### src/rtl/imm_encode.sv
// Streaming immediate encoder: scatters a 32-bit immediate into an instruction
// template for the I/S/U/B/J formats, with a two-stage stallable valid/ready pipeline.
module imm_encode #(
  parameter int ERR_W = 16
) (
  input  logic             CLK,
  input  logic             RESETN,
  input  logic             IN_VALID,
  output logic             IN_READY,
  input  logic [31:0]      IN_INSTRUCTION,
  input  logic [31:0]      IN_IMMEDIATE,
  input  logic [2:0]       IN_IMM_PICK,
  output logic             OUT_VALID,
  input  logic             OUT_READY,
  output logic [31:0]      OUT_INSTRUCTION,
  output logic             OUT_RANGE_ERR,
  input  logic             CLR_ERR,
  output logic [ERR_W-1:0] ERR_COUNT
);

  localparam logic [2:0] PICK_I = 3'b000;
  localparam logic [2:0] PICK_S = 3'b001;
  localparam logic [2:0] PICK_U = 3'b010;
  localparam logic [2:0] PICK_B = 3'b011;
  localparam logic [2:0] PICK_J = 3'b100;

  localparam logic [ERR_W-1:0] CNT_MAX = '1;
  localparam logic [ERR_W-1:0] CNT_ONE = {{(ERR_W-1){1'b0}}, 1'b1};

  logic             s1_vld_q;
  logic [31:0]      s1_instr_q;
  logic [31:0]      s1_imm_q;
  logic [2:0]       s1_pick_q;
  logic             s1_err_q;
  logic             s1_err_d;

  logic             s2_vld_q;
  logic [31:0]      s2_instr_q;
  logic [31:0]      s2_instr_d;
  logic             s2_err_q;

  logic [ERR_W-1:0] cnt_q;
  logic [ERR_W-1:0] cnt_d;

  logic             adv2;
  logic             adv1;
  logic             err_xfer;

  assign adv2     = ~s2_vld_q | OUT_READY;
  assign adv1     = ~s1_vld_q | adv2;
  assign IN_READY = adv1;

  // Sign-extension style checks: the high bits must all match the top encoded bit.
  always_comb begin
    s1_err_d = 1'b0;
    case (IN_IMM_PICK)
      PICK_I, PICK_S: s1_err_d = ~((&IN_IMMEDIATE[31:11]) | ~(|IN_IMMEDIATE[31:11]));
      PICK_U:         s1_err_d = |IN_IMMEDIATE[11:0];
      PICK_B:         s1_err_d = ~((&IN_IMMEDIATE[31:12]) | ~(|IN_IMMEDIATE[31:12]))
                                 | IN_IMMEDIATE[0];
      PICK_J:         s1_err_d = ~((&IN_IMMEDIATE[31:20]) | ~(|IN_IMMEDIATE[31:20]))
                                 | IN_IMMEDIATE[0];
      default:        s1_err_d = 1'b1;
    endcase
  end

  always_comb begin
    s2_instr_d = s1_instr_q;
    case (s1_pick_q)
      PICK_I: s2_instr_d[31:20] = s1_imm_q[11:0];
      PICK_S: begin
        s2_instr_d[31:25] = s1_imm_q[11:5];
        s2_instr_d[11:7]  = s1_imm_q[4:0];
      end
      PICK_U: s2_instr_d[31:12] = s1_imm_q[31:12];
      PICK_B: begin
        s2_instr_d[31]    = s1_imm_q[12];
        s2_instr_d[30:25] = s1_imm_q[10:5];
        s2_instr_d[11:8]  = s1_imm_q[4:1];
        s2_instr_d[7]     = s1_imm_q[11];
      end
      PICK_J: begin
        s2_instr_d[31]    = s1_imm_q[20];
        s2_instr_d[30:21] = s1_imm_q[10:1];
        s2_instr_d[20]    = s1_imm_q[11];
        s2_instr_d[19:12] = s1_imm_q[19:12];
      end
      default: s2_instr_d = s1_instr_q;
    endcase
  end

  always_ff @(posedge CLK or negedge RESETN) begin
    if (!RESETN) begin
      s1_vld_q   <= 1'b0;
      s1_instr_q <= '0;
      s1_imm_q   <= '0;
      s1_pick_q  <= '0;
      s1_err_q   <= 1'b0;
    end else if (adv1) begin
      s1_vld_q <= IN_VALID;
      if (IN_VALID) begin
        s1_instr_q <= IN_INSTRUCTION;
        s1_imm_q   <= IN_IMMEDIATE;
        s1_pick_q  <= IN_IMM_PICK;
        s1_err_q   <= s1_err_d;
      end
    end
  end

  always_ff @(posedge CLK or negedge RESETN) begin
    if (!RESETN) begin
      s2_vld_q   <= 1'b0;
      s2_instr_q <= '0;
      s2_err_q   <= 1'b0;
    end else if (adv2) begin
      s2_vld_q <= s1_vld_q;
      if (s1_vld_q) begin
        s2_instr_q <= s2_instr_d;
        s2_err_q   <= s1_err_q;
      end
    end
  end

  assign err_xfer = s2_vld_q & OUT_READY & s2_err_q;

  // A clear that lands on a counted transfer keeps that one event.
  always_comb begin
    cnt_d = cnt_q;
    if (CLR_ERR)
      cnt_d = err_xfer ? CNT_ONE : '0;
    else if (err_xfer && cnt_q != CNT_MAX)
      cnt_d = cnt_q + CNT_ONE;
  end

  always_ff @(posedge CLK or negedge RESETN) begin
    if (!RESETN) cnt_q <= '0;
    else         cnt_q <= cnt_d;
  end

  assign OUT_VALID       = s2_vld_q;
  assign OUT_INSTRUCTION = s2_instr_q;
  assign OUT_RANGE_ERR   = s2_err_q;
  assign ERR_COUNT       = cnt_q;

endmodule
### config.mk
export PLATFORM = sky130hd
export DESIGN_NAME = imm_encode
export DESIGN_NICKNAME = d
export VERILOG_FILES = /design/src/rtl/imm_encode.sv
export SDC_FILE = /design/constraint.sdc
export NUM_CORES = 1
export LEC_CHECK = 0
export ABC_AREA = 1
export BUFFER_PORTS_ARGS = -buffer_cell sky130_fd_sc_hd__buf_2
export CELL_PAD_IN_SITES_DETAIL_PLACEMENT = 1
export CELL_PAD_IN_SITES_GLOBAL_PLACEMENT = 2
export CORE_AREA = 2 2 176 109
export DETAILED_ROUTE_END_ITERATION = 10
export DIE_AREA = 0 0 178 111
export PLACE_DENSITY = 0.82
export SYNTH_ARGS = -nofsm -noshare
export SYNTH_HDL_FRONTEND = slang
export SYNTH_SLANG_ARGS = --single-unit
### constraint.sdc
create_clock -name CLK -period 2.1 [get_ports CLK]
set_input_delay 0.21 -clock CLK [delete_from_list [all_inputs] [get_ports CLK]]
set_output_delay 0.21 -clock CLK [all_outputs]
set_load 0.02 [all_outputs]
==> key figures <==
Finish
  – Post-Route Utilization: 39.9%
  – Antenna diode count: 0
  – Non-Filler Instances: 1123
  – Layout Nets: between 900 and 1000
  – Most frequent cells in the layout: 305 x nand2_1, 121 x buf_2, 119 x dfrtp_1
  – Leading cell type in the layout, fill and taps excluded: nand2_1
  – Finished Cell Area: roughly 7300 um^2
  – Layout area overhead: 32.0%
  – Layout cells sized above 1: around a fifth

Timing
  – Slew Limit Fails: 0
  – Max Clk Rate: roughly 540 MHz
  – Final worst slack: around 0.24 ns
  – Slew margin rel.: between 60 and 70%
  – Measured slew at the worst slew-check pin: 0.569 ns
  – Final Cycle Share: between 80% and 90%
  – Final setup vio count: 0
  – Clock skew: around 0.0072 ns
  – Min cycle time layout: ~1.9 ns
  – RSZ-0062 raised after global routing: false
  – Setup TNS after final layout: 0 ns
  – Final hold violation count: 0
  – Hold_ws: ~0.016 ns

Yosys
  – FFs w/ async S/R, synth: between 90% and 100%
  – Register bit total from synthesis: 119
  – Cell taking the most area after synthesis: dfrtp_1
  – Synth Area in Simple Gates: between 30 and 40%
  – Largest family of logic cells by synthesized area: simple AND/OR/NAND/NOR gates
  – Largest cells by area after synthesis: dfrtp_1 54%, nand2_1 21%, nor2_1 5.0%
  – Syn nets: around 800
  – Synthesized area: ~5600 um^2
  – Number of synthesized flops with an enable pin: 0
  – Post-synthesis mux area share: 0%
  – Top FF cell, synth: dfrtp_1
  – Post-synth top area share: between 50% and 60%
  – Synth Instances: 709
  – Xor/xnor cell area share of the yosys netlist: less than 1%
  – Synth Area in Compound Gates: 9.32%
  – Post-synthesis adder-cell area fraction: 0.225%
  – Post-synth cell types: 32
  – Synthesis warning total: 0
  – Post-synthesis sequential area ratio: approximately 54%
  – Syn Area/Cell: a little under 8 um^2

Critical path
  – Worst setup EP type: flop
  – Required time worst endpoint: around 2.4 ns
  – Startpoint types: flop
  – Slowest stage cell, crit path: dfrtp_1
  – Crit path kind: reg -> reg
  – Critical path arrival: between 2 and 2.5 ns
  – Worst-path cell chain: ha_1, nand3_2, nor3_2, nand3_2, nand2_4, inv_2, nand3_1, nand2_1, nor2_1
  – Reg2reg setup slack: approximately 0.24 ns
  – Worst r2r src: ERR_COUNT[0]
  – Crit path largest cell delay: between 0.4 and 0.5 ns
  – Top delay family on crit path: simple AND/OR/NAND/NOR gates
  – R2r endpoint: ERR_COUNT[11]
  – Cell mode on critical path: nand3_2
  – Buf/Inv on CP: 1
  – R2r worst-path depth: 9
  – Worst Path Max Fanout: 17
  – Worst path depth: 9
  – Worst setup path end: ERR_COUNT[11]
  – Setup crit start: ERR_COUNT[0]

Pwr
  – Peak VDD IR: between 0.5 and 0.6 mV
  – Final Total Pwr: slightly below 8 mW
  – Pwr dens: ~1100 nW/um^2
  – P_leak: 3.70 nW

Routing
  – Drt wl/cell: roughly 16 um
  – 1st-iter DRT viols: between 300 and 400
  – Post-DR vias/cell: about 4.6
  – Drt pass-1 iters: 5
  – Final ANT Viol Nets: 0
  – DR vias: 5195
  – Number of remaining DRC errors: 0
  – WL final: around 18000 um

Die
  – Area of the core: between 15000 and 20000 um^2
  – Top Ports: ~120
  – Num rows: 39
  – Die area: just under 20000 um^2
  – Initial Util: 30.2%
  – Chip Height: 111 um
  – Die Wd: 178 um

Clocking
  – Inserted Clock Buffers: 17
  – CTS tree: done
  – Setup Fix Bufs, Post-CTS: 0
  – Root buffer cell: clkbuf_16
  – Clock Pin Slew Worst Setup and Hold Paths: around 0.060 ns
  – Longest Clk Path Bufs: 2
  – H-tree levels: 4
  – Worst skew pair latency: around 0.42 ns
  – CTS resizes: 0
  – # clock sinks: 119
  – Hold Buf Count CTS: 27

GRT
  – Total GRT Usage: between 15 and 20%
  – Total grt overflow: 0
  – First-pass GRT wire length: between 20000 and 30000 um
  – Initial antenna violation count: 2
  – Largest net degree at the start of global routing: 84
  – Vias in the first global route: between 5000 and 6000

Hold path
  – HP Class: in -> reg

Placed design
  – DP Area: between 6000 and 7000 um^2
  – Port buffer count: ~120
  – GP Congestion: slightly above 0.8
  – Dpl hpwl: roughly 13000 um
  – Placed cell count: 1064
  – DP Worst Slack: 0.268 ns

Job
  – Max-cap viol count: 0

Outcome
  – Status: finished clean
logic make-up (layout without fill, tap and decap cells):
group	count (synthesis)	count (layout)
and+or+nand+nor	425	425
DFF	119	119
AOI/OAI and AO/OA	94	94
buffers and inverters	65	233
xor gates and xnor gates	5	5
adders and majority gates	1	1
area by class of cell:
type	count	area (um^2)
Multi-Input combinational cell	525	2300
Inverter	42	163
Timing Repair Buffer	159	996
Clock buffer	19	443
Fill cell	2274	11100
Tap cell	246	308
Sequential cell	119	2980
Clock inverter	13	146
tightest hold or removal path, cell delays in order:
cell     delay, ns
buf_2         0.08
nand2_1       0.05
nand2_1       0.05
registers in the layout, summed over array words and instances, names as in the netlist:
| name | cells |
|---|---|
| OUT_INSTRUCTION | 32 |
| s1_imm_q | 32 |
| s1_instr_q | 32 |
| ERR_COUNT | 16 |
| s1_pick_q | 3 |
| OUT_RANGE_ERR | 1 |
| OUT_VALID | 1 |
| s1_err_q | 1 |
| s1_vld_q | 1 |
routing by layer:
| metal | track usage [%] | vias to the layer above | share of wire [%] |
|---|---|---|---|
| met5 | 0 | - | 0.14 |
| met4 | 4.59 | 4 | 0.65 |
| met3 | 6.28 | 17 | 6.2 |
| met2 | 27.3 | 131 | 40 |
| met1 | 29.2 | 2478 | 53 |
| li1 | - | 2565 | - |
synthesized netlist by cell type (all sizes together), types with 3 or more instances:
master,count
nand2,312
dfrtp,119
nor2,75
o21ai,51
inv,41
a21oi,22
nand3,21
buf,14
clkbuf,9
nor3,8
nand4,7
o211ai,6
o22ai,6
o31ai,5
xnor2,4
a22oi,3
report_power, final:
part	internal [mW]	total, mW	switching (mW)
sequential	2.73	3.03	0.301
clock	1.79	2.91	1.12
combinational	0.577	1.76	1.18
total	5.10	7.71	2.61
how the worst min path moves through the flow:
stage	from	to	slack [ns]	depth (start not counted)
3_5_place_dp	RESETN	OUT_INSTRUCTION[30]	0.21	1
5_1_grt	IN_IMMEDIATE[5]	s1_imm_q[5]	0.004	3
2_1_floorplan	RESETN	ERR_COUNT[0]	-0.09	0
4_1_cts	IN_INSTRUCTION[23]	s1_instr_q[23]	0.0007	3
6_report	IN_INSTRUCTION[20]	s1_instr_q[20]	0.02	3
3_3_place_gp	RESETN	OUT_INSTRUCTION[27]	0.20	1
Note: power is estimated with default switching activity, not from simulation.
